## config.mk

```make
export PLATFORM = sky130hd
export DESIGN_NAME = dcache_port_arb
export DESIGN_NICKNAME = d
export VERILOG_FILES = /design/src/rtl/mem_pkg.sv /design/src/rtl/stb_fifo.sv /design/src/rtl/dcache_port_arb.sv
export SDC_FILE = /design/constraint.sdc
export NUM_CORES = 1
export LEC_CHECK = 0
export ABC_AREA = 1
export BUFFER_PORTS_ARGS = -buffer_cell sky130_fd_sc_hd__buf_2
export CAP_MARGIN = 15
export CORE_UTILIZATION = 44
export DETAILED_ROUTE_END_ITERATION = 12
export PLACE_DENSITY = 0.61
export SETUP_SLACK_MARGIN = 0.5
export SYNTH_ARGS = -nofsm -noshare
export SYNTH_HDL_FRONTEND = slang
export SYNTH_SLANG_ARGS = --single-unit
export TNS_END_PERCENT = 5
```

## constraint.sdc

```tcl
create_clock -name clock -period 3.7 [get_ports clock]
set_input_delay 0.74 -clock clock [delete_from_list [all_inputs] [get_ports clock]]
set_output_delay 0.74 -clock clock [all_outputs]
set_load 0.02 [all_outputs]
```

## src/rtl/mem_pkg.sv

```systemverilog
// Shared memory-request definitions for the Dcache port arbiter.
// Contents: request FSM state encoding, address/tag widths, quadword offset.
package mem_pkg;

  localparam int unsigned MEM_ADDR_W = 64;
  localparam int unsigned PR_IDX_W   = 7;
  localparam int unsigned AR_IDX_W   = 5;
  // Lowest address bit that distinguishes quadwords (8-byte granules).
  localparam int unsigned QW_LSB     = 3;

  typedef enum logic [1:0] {
    IDLE    = 2'd0,
    LD_WAIT = 2'd1,
    ST_WAIT = 2'd2
  } req_state_e;

endpackage

```

## src/rtl/stb_fifo.sv

```systemverilog
// Retire-store buffer: circular FIFO of (address, data) entries.
// Ports:
//   clock, reset       - clock, asynchronous active-low reset
//   i_push/i_push_*    - enqueue a retired store (dropped when full)
//   i_pop              - dequeue the head entry
//   i_cmp_en/i_cmp_qw  - quadword address to compare against all valid entries
//   o_head_*           - head entry contents
//   o_count/o_full/o_empty - occupancy (registered)
//   o_conflict         - compare address matches a valid entry
module stb_fifo
  import mem_pkg::*;
#(
  parameter int unsigned DEPTH = 4
) (
  input  logic                           clock,
  input  logic                           reset,
  input  logic                           i_push,
  input  logic [MEM_ADDR_W-1:0]          i_push_addr,
  input  logic [MEM_ADDR_W-1:0]          i_push_value,
  input  logic                           i_pop,
  input  logic                           i_cmp_en,
  input  logic [MEM_ADDR_W-1:QW_LSB]     i_cmp_qw,
  output logic [MEM_ADDR_W-1:0]          o_head_addr,
  output logic [MEM_ADDR_W-1:0]          o_head_value,
  output logic [$clog2(DEPTH):0]         o_count,
  output logic                           o_full,
  output logic                           o_empty,
  output logic                           o_conflict
);

  localparam int unsigned PTR_W = $clog2(DEPTH);

  logic [MEM_ADDR_W-1:0] r_addr  [DEPTH];
  logic [MEM_ADDR_W-1:0] r_value [DEPTH];
  logic [DEPTH-1:0]      r_valid;
  logic [PTR_W-1:0]      r_head;
  logic [PTR_W-1:0]      r_tail;
  logic [PTR_W:0]        r_count;
  logic                  r_full;

  logic                  w_push;
  logic                  w_pop;
  logic [PTR_W:0]        w_count_d;
  logic                  w_match;

  assign w_push = i_push & ~r_full;
  assign w_pop  = i_pop & (r_count != '0);

  always_comb begin
    w_count_d = r_count;
    unique case ({w_push, w_pop})
      2'b10:   w_count_d = r_count + 1'b1;
      2'b01:   w_count_d = r_count - 1'b1;
      default: w_count_d = r_count;
    endcase
  end

  always_ff @(posedge clock or negedge reset) begin
    if (!reset) begin
      for (int i = 0; i < int'(DEPTH); i++) begin
        r_addr[i]  <= '0;
        r_value[i] <= '0;
      end
      r_valid <= '0;
      r_head  <= '0;
      r_tail  <= '0;
      r_count <= '0;
      r_full  <= 1'b0;
    end else begin
      // Pop clears before push sets so a same-slot push/pop (full drain) stays correct.
      if (w_pop) begin
        r_valid[r_head] <= 1'b0;
        r_head          <= r_head + 1'b1;
      end
      if (w_push) begin
        r_addr[r_tail]  <= i_push_addr;
        r_value[r_tail] <= i_push_value;
        r_valid[r_tail] <= 1'b1;
        r_tail          <= r_tail + 1'b1;
      end
      r_count <= w_count_d;
      r_full  <= (w_count_d == (PTR_W + 1)'(DEPTH));
    end
  end

  always_comb begin
    w_match = 1'b0;
    for (int i = 0; i < int'(DEPTH); i++) begin
      if (r_valid[i] && (r_addr[i][MEM_ADDR_W-1:QW_LSB] == i_cmp_qw)) begin
        w_match = 1'b1;
      end
    end
  end

  assign o_conflict   = i_cmp_en & w_match;
  assign o_head_addr  = r_addr[r_head];
  assign o_head_value = r_value[r_head];
  assign o_count      = r_count;
  assign o_full       = r_full;
  assign o_empty      = (r_count == '0);

endmodule

```

## src/rtl/dcache_port_arb.sv

```systemverilog
// Dcache request-port arbiter between LSQ loads and the retire-store buffer.
// Ports:
//   clock, reset        - clock, asynchronous active-low reset
//   ld_req/ld_*         - ready load from LSQ; ld_gnt accepts it (LSQ Dcache_avail)
//   st_push/st_*        - retired store entering the buffer
//   stb_full/stb_count  - buffer occupancy
//   mem_*               - registered request to Dcache, held until mem_ready
module dcache_port_arb
  import mem_pkg::*;
#(
  parameter int unsigned STB_DEPTH    = 4,
  parameter int unsigned STARVE_LIMIT = 8
) (
  input  logic                     clock,
  input  logic                     reset,
  input  logic                     ld_req,
  input  logic [MEM_ADDR_W-1:0]    ld_addr,
  input  logic [PR_IDX_W-1:0]      ld_pr_idx,
  input  logic [AR_IDX_W-1:0]      ld_ar_idx,
  output logic                     ld_gnt,
  input  logic                     st_push,
  input  logic [MEM_ADDR_W-1:0]    st_addr,
  input  logic [MEM_ADDR_W-1:0]    st_value,
  output logic                     stb_full,
  output logic [$clog2(STB_DEPTH):0] stb_count,
  output logic                     mem_valid,
  output logic                     mem_rd,
  output logic                     mem_wr,
  output logic [MEM_ADDR_W-1:0]    mem_addr,
  output logic [MEM_ADDR_W-1:0]    mem_value,
  output logic [PR_IDX_W-1:0]      mem_pr_idx,
  output logic [AR_IDX_W-1:0]      mem_ar_idx,
  input  logic                     mem_ready
);

  localparam int unsigned SC_W = $clog2(STARVE_LIMIT + 1);

  req_state_e            r_state, w_state_d;
  logic                  r_rd, w_rd_d;
  logic                  r_wr, w_wr_d;
  logic [MEM_ADDR_W-1:0] r_addr, w_addr_d;
  logic [MEM_ADDR_W-1:0] r_value, w_value_d;
  logic [PR_IDX_W-1:0]   r_pr, w_pr_d;
  logic [AR_IDX_W-1:0]   r_ar, w_ar_d;
  logic [SC_W-1:0]       r_starve, w_starve_d;

  logic                  w_port_free;
  logic                  w_st_pri;
  logic                  w_grant_ld;
  logic                  w_grant_st;
  logic                  w_conflict;
  logic                  w_empty;
  logic                  w_full;
  logic [MEM_ADDR_W-1:0] w_head_addr;
  logic [MEM_ADDR_W-1:0] w_head_value;

  stb_fifo #(
    .DEPTH(STB_DEPTH)
  ) u_stb (
    .clock        (clock),
    .reset        (reset),
    .i_push       (st_push),
    .i_push_addr  (st_addr),
    .i_push_value (st_value),
    .i_pop        (w_grant_st),
    .i_cmp_en     (ld_req),
    .i_cmp_qw     (ld_addr[MEM_ADDR_W-1:QW_LSB]),
    .o_head_addr  (w_head_addr),
    .o_head_value (w_head_value),
    .o_count      (stb_count),
    .o_full       (w_full),
    .o_empty      (w_empty),
    .o_conflict   (w_conflict)
  );

  assign w_port_free = (r_state == IDLE) | mem_ready;
  assign w_st_pri    = ~w_empty & (w_full | (r_starve == SC_W'(STARVE_LIMIT)) | w_conflict);

  // A conflicting load always implies a non-empty buffer, so st_pri blocks it.
  always_comb begin
    w_grant_ld = 1'b0;
    w_grant_st = 1'b0;
    if (w_port_free) begin
      if (w_st_pri)      w_grant_st = 1'b1;
      else if (ld_req)   w_grant_ld = 1'b1;
      else if (!w_empty) w_grant_st = 1'b1;
    end
  end

  assign ld_gnt = w_grant_ld & reset;

  always_comb begin
    w_state_d = r_state;
    w_rd_d    = r_rd;
    w_wr_d    = r_wr;
    w_addr_d  = r_addr;
    w_value_d = r_value;
    w_pr_d    = r_pr;
    w_ar_d    = r_ar;
    if (w_port_free) begin
      w_state_d = IDLE;
      w_rd_d    = 1'b0;
      w_wr_d    = 1'b0;
      w_addr_d  = '0;
      w_value_d = '0;
      w_pr_d    = '0;
      w_ar_d    = '0;
      if (w_grant_ld) begin
        w_state_d = LD_WAIT;
        w_rd_d    = 1'b1;
        w_addr_d  = ld_addr;
        w_pr_d    = ld_pr_idx;
        w_ar_d    = ld_ar_idx;
      end else if (w_grant_st) begin
        w_state_d = ST_WAIT;
        w_wr_d    = 1'b1;
        w_addr_d  = w_head_addr;
        w_value_d = w_head_value;
      end
    end
  end

  always_comb begin
    w_starve_d = r_starve;
    if (w_empty || w_grant_st)                w_starve_d = '0;
    else if (r_starve != SC_W'(STARVE_LIMIT)) w_starve_d = r_starve + 1'b1;
  end

  always_ff @(posedge clock or negedge reset) begin
    if (!reset) begin
      r_state  <= IDLE;
      r_rd     <= 1'b0;
      r_wr     <= 1'b0;
      r_addr   <= '0;
      r_value  <= '0;
      r_pr     <= '0;
      r_ar     <= '0;
      r_starve <= '0;
    end else begin
      r_state  <= w_state_d;
      r_rd     <= w_rd_d;
      r_wr     <= w_wr_d;
      r_addr   <= w_addr_d;
      r_value  <= w_value_d;
      r_pr     <= w_pr_d;
      r_ar     <= w_ar_d;
      r_starve <= w_starve_d;
    end
  end

  assign stb_full   = w_full;
  assign mem_valid  = (r_state != IDLE);
  assign mem_rd     = r_rd;
  assign mem_wr     = r_wr;
  assign mem_addr   = r_addr;
  assign mem_value  = r_value;
  assign mem_pr_idx = r_pr;
  assign mem_ar_idx = r_ar;

endmodule

```

==> results of run 1 <==
[cell usage after synthesis]
master,n
o21ai_0,815
o211ai_1,4
nor4_1,1
xor2_1,23
nor3_1,2
a211oi_1,1
clkbuf_2,5
fa_1,1
buf_6,6
inv_2,28
dfrtp_1,670
o21ai_1,48
nor2_2,1
a21oi_1,124
buf_1,10
nand4_1,18
nor3b_1,1
nand3_1,141
xnor2_1,2
nand2_4,1
inv_4,1
inv_1,385
nand3_4,1
o22ai_1,82
buf_4,5
ha_1,11
nor2_1,333
nand2_1,1211
or2_2,65
buf_2,13
a22o_1,64
clkbuf_1,217
[power groups by stage]
| stage | logic [mW] | registers (mW) | clock network [mW] |
|---|---|---|---|
| 2_1_floorplan | 8.74 | 13.0 | 0 |
| 3_3_place_gp | 14.0 | 13.2 | 0 |
| 3_5_place_dp | 14.2 | 13.3 | 0 |
| 4_1_cts | 14.5 | 13.2 | 8.12 |
| 5_1_grt | 16.3 | 13.6 | 8.40 |
| 6_report | 14.7 | 13.3 | 8.00 |
[layout make-up]
| class | count | share of cell area (%) |
|---|---|---|
| flip-flops and latches | 670 | 42.9 |
| clock buffers | 107 | 5.76 |
| repair buffers | 487 | 7.81 |
| diodes | 4 | 0.0255 |
| inverters | 414 | 4.02 |
| well taps | 959 | 3.06 |
| multi-input cells | 2950 | 35.3 |
| clock inverters | 34 | 1.16 |
[worst min-delay path by stage]
stage,endpoint
2_1_floorplan,mem_addr[0]$_DFFE_PN0P_
6_report,mem_pr_idx[6]$_DFFE_PN0P_
4_1_cts,mem_pr_idx[6]$_DFFE_PN0P_
3_5_place_dp,mem_pr_idx[1]$_DFFE_PN0P_
5_1_grt,mem_ar_idx[1]$_DFFE_PN0P_
3_3_place_gp,mem_pr_idx[0]$_DFFE_PN0P_
[per-stage QoR]
stage,TNS [ns],power (mW)
finish,0,36.0
CTS,0,35.8
detailed placement,-0.433,27.4
floorplan,0,21.8
global placement,-0.830,27.2
global route,0,38.3
[flip-flops by register name, indices dropped and copies added (netlist names), 3 cells and up]
| signal | count |
|---|---|
| mem_pr_idx | 7 |
| r_starve | 4 |
| u_stb.r_addr | 256 |
| u_stb.r_value | 256 |
| u_stb.o_count | 3 |
| mem_value | 64 |
| u_stb.r_valid | 4 |
| mem_ar_idx | 5 |
| mem_addr | 64 |
[kinds of logic (layout without fill, tap and decap cells)]
family	count (synthesis)	in the layout	share of synthesized area (%)
other cells	0	4	0
xor+xnor	25	25	0.666
fa+ha+maj	12	12	0.480
buf+inv	670	1042	7.92
flops	670	670	51.0
simple gates	1775	1775	21.5
compound gates	1138	1138	18.4
[critical path: stages (launching register included)]
cell and delay (ns):
dfrtp_1 0.58, o21ai_0 0.15, nor2_1 0.13, nand2_1 0.08, nor2_1 0.14, nand2_1 0.09, nor2_2 0.10, nand2_1 0.12
nand2_2 0.12, buf_4 0.12, o21ai_2 0.05, nand2_2 0.07, nand2_4 0.05, nand2_4 0.07, nor2_1 0.05, buf_4 0.15
[timing repair]
item / in CTS / in global routing
cloned: 0 / 0
gates resized for setup: 90 / 46
setup buffers: 19 / 13
pin swaps: 26 / 20
hold buffers: 1 / 0
endpoints found under the hold margin: 21 / 0
setup endpoints to repair: 2 / 2
[per-layer routing]
metal / global-route usage (%) / up-vias
li1: - / 14500
met4: 13.4 / 26
met2: 52.1 / 1086
met3: 6.84 / 261
met1: 41.2 / 14500
met5: 0 / -
[cell usage in the layout (no fill, tap or decap), types with 19 or more instances in the layout]
| master | n |
|---|---|
| a21oi_1 | 123 |
| clkbuf_8 | 22 |
| a22o_1 | 64 |
| nand2_2 | 30 |
| inv_1 | 372 |
| buf_12 | 22 |
| clkinv_2 | 19 |
| nand3_1 | 141 |
| clkbuf_16 | 77 |
| buf_2 | 354 |
| nor2_1 | 306 |
| dfrtp_1 | 647 |
| o22ai_1 | 82 |
| inv_2 | 36 |
| or2_2 | 65 |
| o21ai_1 | 52 |
| buf_4 | 107 |
| o21ai_0 | 798 |
| nand2_1 | 1173 |
| xor2_1 | 23 |
| dfrtp_2 | 21 |
==> flow_summary_export.csv, run 1 <==
group,metric,value,unit
global_route,antenna_found_initial,19,
place,place_area,35900,um2
timing,rsz0062_at_grt,"yes",
critical_path,r2r_end,"u_stb.o_full$_DFF_PN0_",
clocking,clock_path_buffers,3,
timing,period_share,92.9,%
timing,setup_violations,0,
place,port_buffers,356,
critical_path,critPathLaunch,"u_stb.r_addr[213]$_DFFE_PN0P_",
clocking,cts_buffers,76,
power_and_ir_drop,power_frac_clock,22.2,%
clocking,cts_sinks,670,
yosys,syn_avg_cell_area,7.66,um2
layout,final_area,39200,um2
yosys,yosysSeqAreaShare,51.0,%
outcome,status,"complete, no violations",
timing,skew,0.0327,ns
timing,layout_min_cycle_time,3.44,ns
critical_path,r2r-start,"u_stb.r_addr[213]$_DFFE_PN0P_",
detailed_routing,first_pass_iters,5,
job,cap_violations,0,
layout,finalNonFillerCells,5625,
detailed_routing,drt_iter0_drc,2857,
place,gp_congestion,1.10,
yosys,synthDistinctLibCells,32,
detailed_routing,via_per_inst,5.39,
layout,drive_gt1_share,17.8,%
critical_path,end_kind,"output port",
detailed_routing,drc,0,
critical_path,rrSetupSlack,0.54,ns
layout,multi_input_area,13800,um2
clocking,clk_pin_slew,0.06,ns
place,pre_cts_slack,-0.187,ns
floorplan,core_area,73500,um2
floorplan,die-height,275,um
place,hpwlAfterDp,84300,um
critical_path,reg2regPathDepth,21,
critical_path,required,2.96,ns
timing,worst_slack,0.262,ns
yosys,yosysTopAreaCellShare,51.0,%
layout,layout.nets,4820,
place,dp.cells,5447,
detailed_routing,dr_total_vias,30300,
timing,whs,0.332,ns
power_and_ir_drop,internal-power,20.3,mW
power_and_ir_drop,ir_drop,0.000597,V
detailed_routing,wl_met2,57100,um
clocking,clock_tree.root_cell,"clkbuf_16",
layout,register_area,16800,um2
timing,max_freq,0.291,GHz
detailed_routing,wl_met3,8680,um
power_and_ir_drop,pwr-share-comb,40.7,%
min_path,hp-class,"input pin to register",
yosys,synth_top_cell_by_area,"dfrtp_1",
min_path,hp-start,"ld_pr_idx[6]",
timing,hold_violations,0,
detailed_routing,wl_per_cell,21.7,um
power_and_ir_drop,p_sw_share,43.5,%
min_path,hold_depth,3,
power_and_ir_drop,seq_power_share,37.0,%
yosys,ys_ff_latch,670,
global_route,grt_pass1_vias,28400,
yosys,synthCells,4290,
yosys,syn-num-nets,4511,
critical_path,setup.worst_path.end,"ld_gnt",
layout,postLayoutCoreUtil,53.4,%
global_route,grt_start_max_net_pins,152,
clocking,clk_latency,0.65,ns
power_and_ir_drop,p_sw,15.7,mW
yosys,synth.area.top_cells,"dfrtp_1, nand2_1, o21ai_0, inv_1, nor2_1",
floorplan,rows,99,
floorplan,io_pins,357,
floorplan,die-area,75800,um2
power_and_ir_drop,leakagePower,20.0,nW
critical_path,crit_path_start_kind,"register",
timing,slew_headroom,24.5,%
clocking,cts_tree,"done",
yosys,yosysWarnings,0,
layout,area_delta_synth_final,19.2,%
global_route,grt_pass1_wl,180000,um
floorplan,start_util,44.8,%
clocking,cts-htree-levels,3,
power_and_ir_drop,pwr_density_cell,918,nW/um2
yosys,synth_area,32900,um2
critical_path,crit_type,"register to output port",
detailed_routing,drt_wl_total,122000,um
detailed_routing,postRouteAntennaNets,0,
global_route,gr-total-overflow,0,
timing,slew_viol_final,0,
critical_path,path_max_fanout,4,
global_route,grt_usage,31.9,%
layout,fillers,7123,
floorplan,die_w,275,um
detailed_routing,wl_met1,50400,um
detailed_routing,top_layer,"met5",
timing,worst_slew_pin_slew,1.13,ns
critical_path,cp.arrival,2.70,ns
(Power assumes the default switching activity.)
==> run 2, diff against run 1 <==
--- a/config.mk
+++ b/config.mk
@@ -8,9 +8,9 @@
 export ABC_AREA = 1
 export BUFFER_PORTS_ARGS = -buffer_cell sky130_fd_sc_hd__buf_2
 export CAP_MARGIN = 15
-export CORE_UTILIZATION = 44
+export CORE_UTILIZATION = 50
 export DETAILED_ROUTE_END_ITERATION = 12
-export PLACE_DENSITY = 0.61
+export PLACE_DENSITY = 0.68
 export SETUP_SLACK_MARGIN = 0.5
 export SYNTH_ARGS = -nofsm -noshare
 export SYNTH_HDL_FRONTEND = slang
==> flow_summary_export.csv, run 2 (same netlist as run 1, synthesis figures left out) <==
group,metric,value,unit
clocking,cts-htree-levels,3,
timing,layout_min_cycle_time,3.28,ns
clocking,clock_path_buffers,3,
clocking,clk_pin_slew,0.06,ns
detailed_routing,drt_wl_total,117000,um
power_and_ir_drop,ir_drop,0.000541,V
critical_path,crit_type,"register to output port",
layout,drive_gt1_share,17.3,%
place,dp.cells,5311,
detailed_routing,drc,0,
power_and_ir_drop,power_frac_clock,20.9,%
clocking,clk_latency,0.66,ns
floorplan,io_pins,357,
detailed_routing,first_pass_iters,6,
timing,period_share,88.6,%
place,gp_congestion,1.15,
critical_path,rrSetupSlack,0.62,ns
power_and_ir_drop,p_sw_share,43.9,%
critical_path,r2r-start,"u_stb.r_addr[57]$_DFFE_PN0P_",
critical_path,path_max_fanout,3,
timing,max_freq,0.305,GHz
job,cap_violations,0,
detailed_routing,postRouteAntennaNets,0,
power_and_ir_drop,internal-power,19.7,mW
layout,layout_common_cells,"nand2_1, o21ai_0, dfrtp_1",
detailed_routing,dr_total_vias,30700,
timing,worst_slack,0.422,ns
critical_path,crit_path_start_kind,"register",
layout,top_regs,"u_stb.r_addr: 256 flops, u_stb.r_value: 256 flops",
place,hpwlAfterDp,78800,um
layout,final_area,38600,um2
global_route,grt_pass1_wl,177000,um
global_route,grt_pass1_vias,28800,
timing,slew_headroom,39.3,%
timing,worst_slew_pin_slew,0.910,ns
detailed_routing,wl_per_cell,21.3,um
timing,skew,0.0373,ns
clocking,cts_tree,"done",
power_and_ir_drop,pwr_density_cell,911,nW/um2
detailed_routing,drt_iter0_drc,3604,
timing,whs,0.0415,ns
clocking,cts_sinks,670,
floorplan,die-area,66800,um2
critical_path,critPathLaunch,"u_stb.r_addr[57]$_DFFE_PN0P_",
place,pre_cts_slack,-0.151,ns
power_and_ir_drop,pwr-share-comb,41.3,%
global_route,grt_usage,34.8,%
power_and_ir_drop,p_sw,15.4,mW
detailed_routing,via_per_inst,5.60,
layout,layout.nets,4788,
floorplan,die-height,258,um
floorplan,die_w,258,um
critical_path,r2r_end,"u_stb.o_full$_DFF_PN0_",
floorplan,core_area,64700,um2
layout,finalNonFillerCells,5482,
place,place_area,35500,um2
timing,setup_violations,0,
floorplan,start_util,50.8,%
min_path,hp-class,"input pin to async pin",
clocking,cts_buffers,74,
critical_path,cp.arrival,2.54,ns
global_route,gr-total-overflow,0,
power_and_ir_drop,total_power,35.2,mW
power_and_ir_drop,leakagePower,19.6,nW
critical_path,end_kind,"output port",
global_route,grt_start_max_net_pins,161,
timing,rsz0062_at_grt,"yes",
timing,hold_violations,0,
outcome,status,"complete, no violations",
timing,slew_viol_final,0,
critical_path,reg2regPathDepth,22,
layout,layout_commonest_cell,"nand2_1",
critical_path,required,2.96,ns
global_route,antenna_found_initial,19,
place,port_buffers,356,
power_and_ir_drop,seq_power_share,37.8,%
layout,area_delta_synth_final,17.4,%
floorplan,rows,93,
clocking,clock_tree.root_cell,"clkbuf_16",
critical_path,setup.worst_path.end,"ld_gnt",
run 2: cell count changes in the layout (fill, tap and decap cells not counted), moves of 10 or more:
cell	previous run	this run
buf_4	107	78
clkbuf_1	8	24
clkbuf_8	22	5
clkinv_2	19	9
nor2_1	306	292
nor2_2	18	37
run 2: worst max-delay path, cell delays in order (launching register included):
cell and delay (ns):
dfrtp_1 0.39, inv_1 0.07, nand2_1 0.06, nand2_1 0.15, nor2_2 0.17, nand2_1 0.06, nor2_1 0.09, nand2_1 0.09
nor2_1 0.14, nand2_1 0.08, nand2_2 0.13, o21ai_4 0.08, nand2_2 0.07, nand2_4 0.06, nand2_2 0.07, nor2_1 0.04
buf_4 0.15
run 2: how the worst min path moves through the flow:
stage / from / to / slack, ns / cells after the start
2_1_floorplan: reset / mem_addr[0]$_DFFE_PN0P_ / 0.44 / 0
3_3_place_gp: mem_pr_idx[5]$_DFFE_PN0P_ / mem_pr_idx[5]$_DFFE_PN0P_ / 0.46 / 2
3_5_place_dp: mem_pr_idx[5]$_DFFE_PN0P_ / mem_pr_idx[5]$_DFFE_PN0P_ / 0.46 / 2
4_1_cts: reset / u_stb.r_addr[24]$_DFFE_PN0P_ / 0.05 / 1
5_1_grt: reset / mem_addr[22]$_DFFE_PN0P_ / 0.06 / 1
6_report: reset / mem_addr[26]$_DFFE_PN0P_ / 0.04 / 1
run 2: cell type report:
| type | instances | area [um2] |
|---|---|---|
| diodes | 10 | 25.0 |
| clock buffers | 104 | 2040 |
| clock inverters | 22 | 348 |
| fillers | 6027 | 26100 |
| inverters | 414 | 1570 |
| multi-input cells | 2950 | 13900 |
| flip-flops and latches | 670 | 16800 |
| well taps | 855 | 1070 |
| repair buffers | 457 | 2850 |
run 2: layer usage:
layer / part of all wire, % / global-route usage, %
met1: 41 / 45.8
met2: 46 / 55.0
met4: 5.5 / 17.8
met5: 0.14 / 0
met3: 8.0 / 6.82
run 2: power by group through the flow:
stage	sequential (mW)	combinational (mW)	clock (mW)
floorplan	13.0	8.74	0
global placement	13.2	13.6	0
detailed placement	13.2	13.8	0
CTS	13.2	14.2	7.43
global route	13.6	16.1	7.72
finish	13.3	14.5	7.34
run 2: what timing repair did:
| item | in CTS | in global routing |
|---|---|---|
| hold buffers | 0 | 0 |
| pin swaps | 29 | 32 |
| setup buffers | 14 | 21 |
| gates resized for setup | 96 | 61 |
| endpoints found under the setup margin | 2 | 2 |
run 2: per-stage QoR:
stage                     setup TNS, ns  util (%)
after floorplan                       0         -
after global placement           -0.149      54.9
after detailed placement         -0.151      54.9
after CTS                             0      59.1
after global routing                  0      59.6
final                                 0      59.6
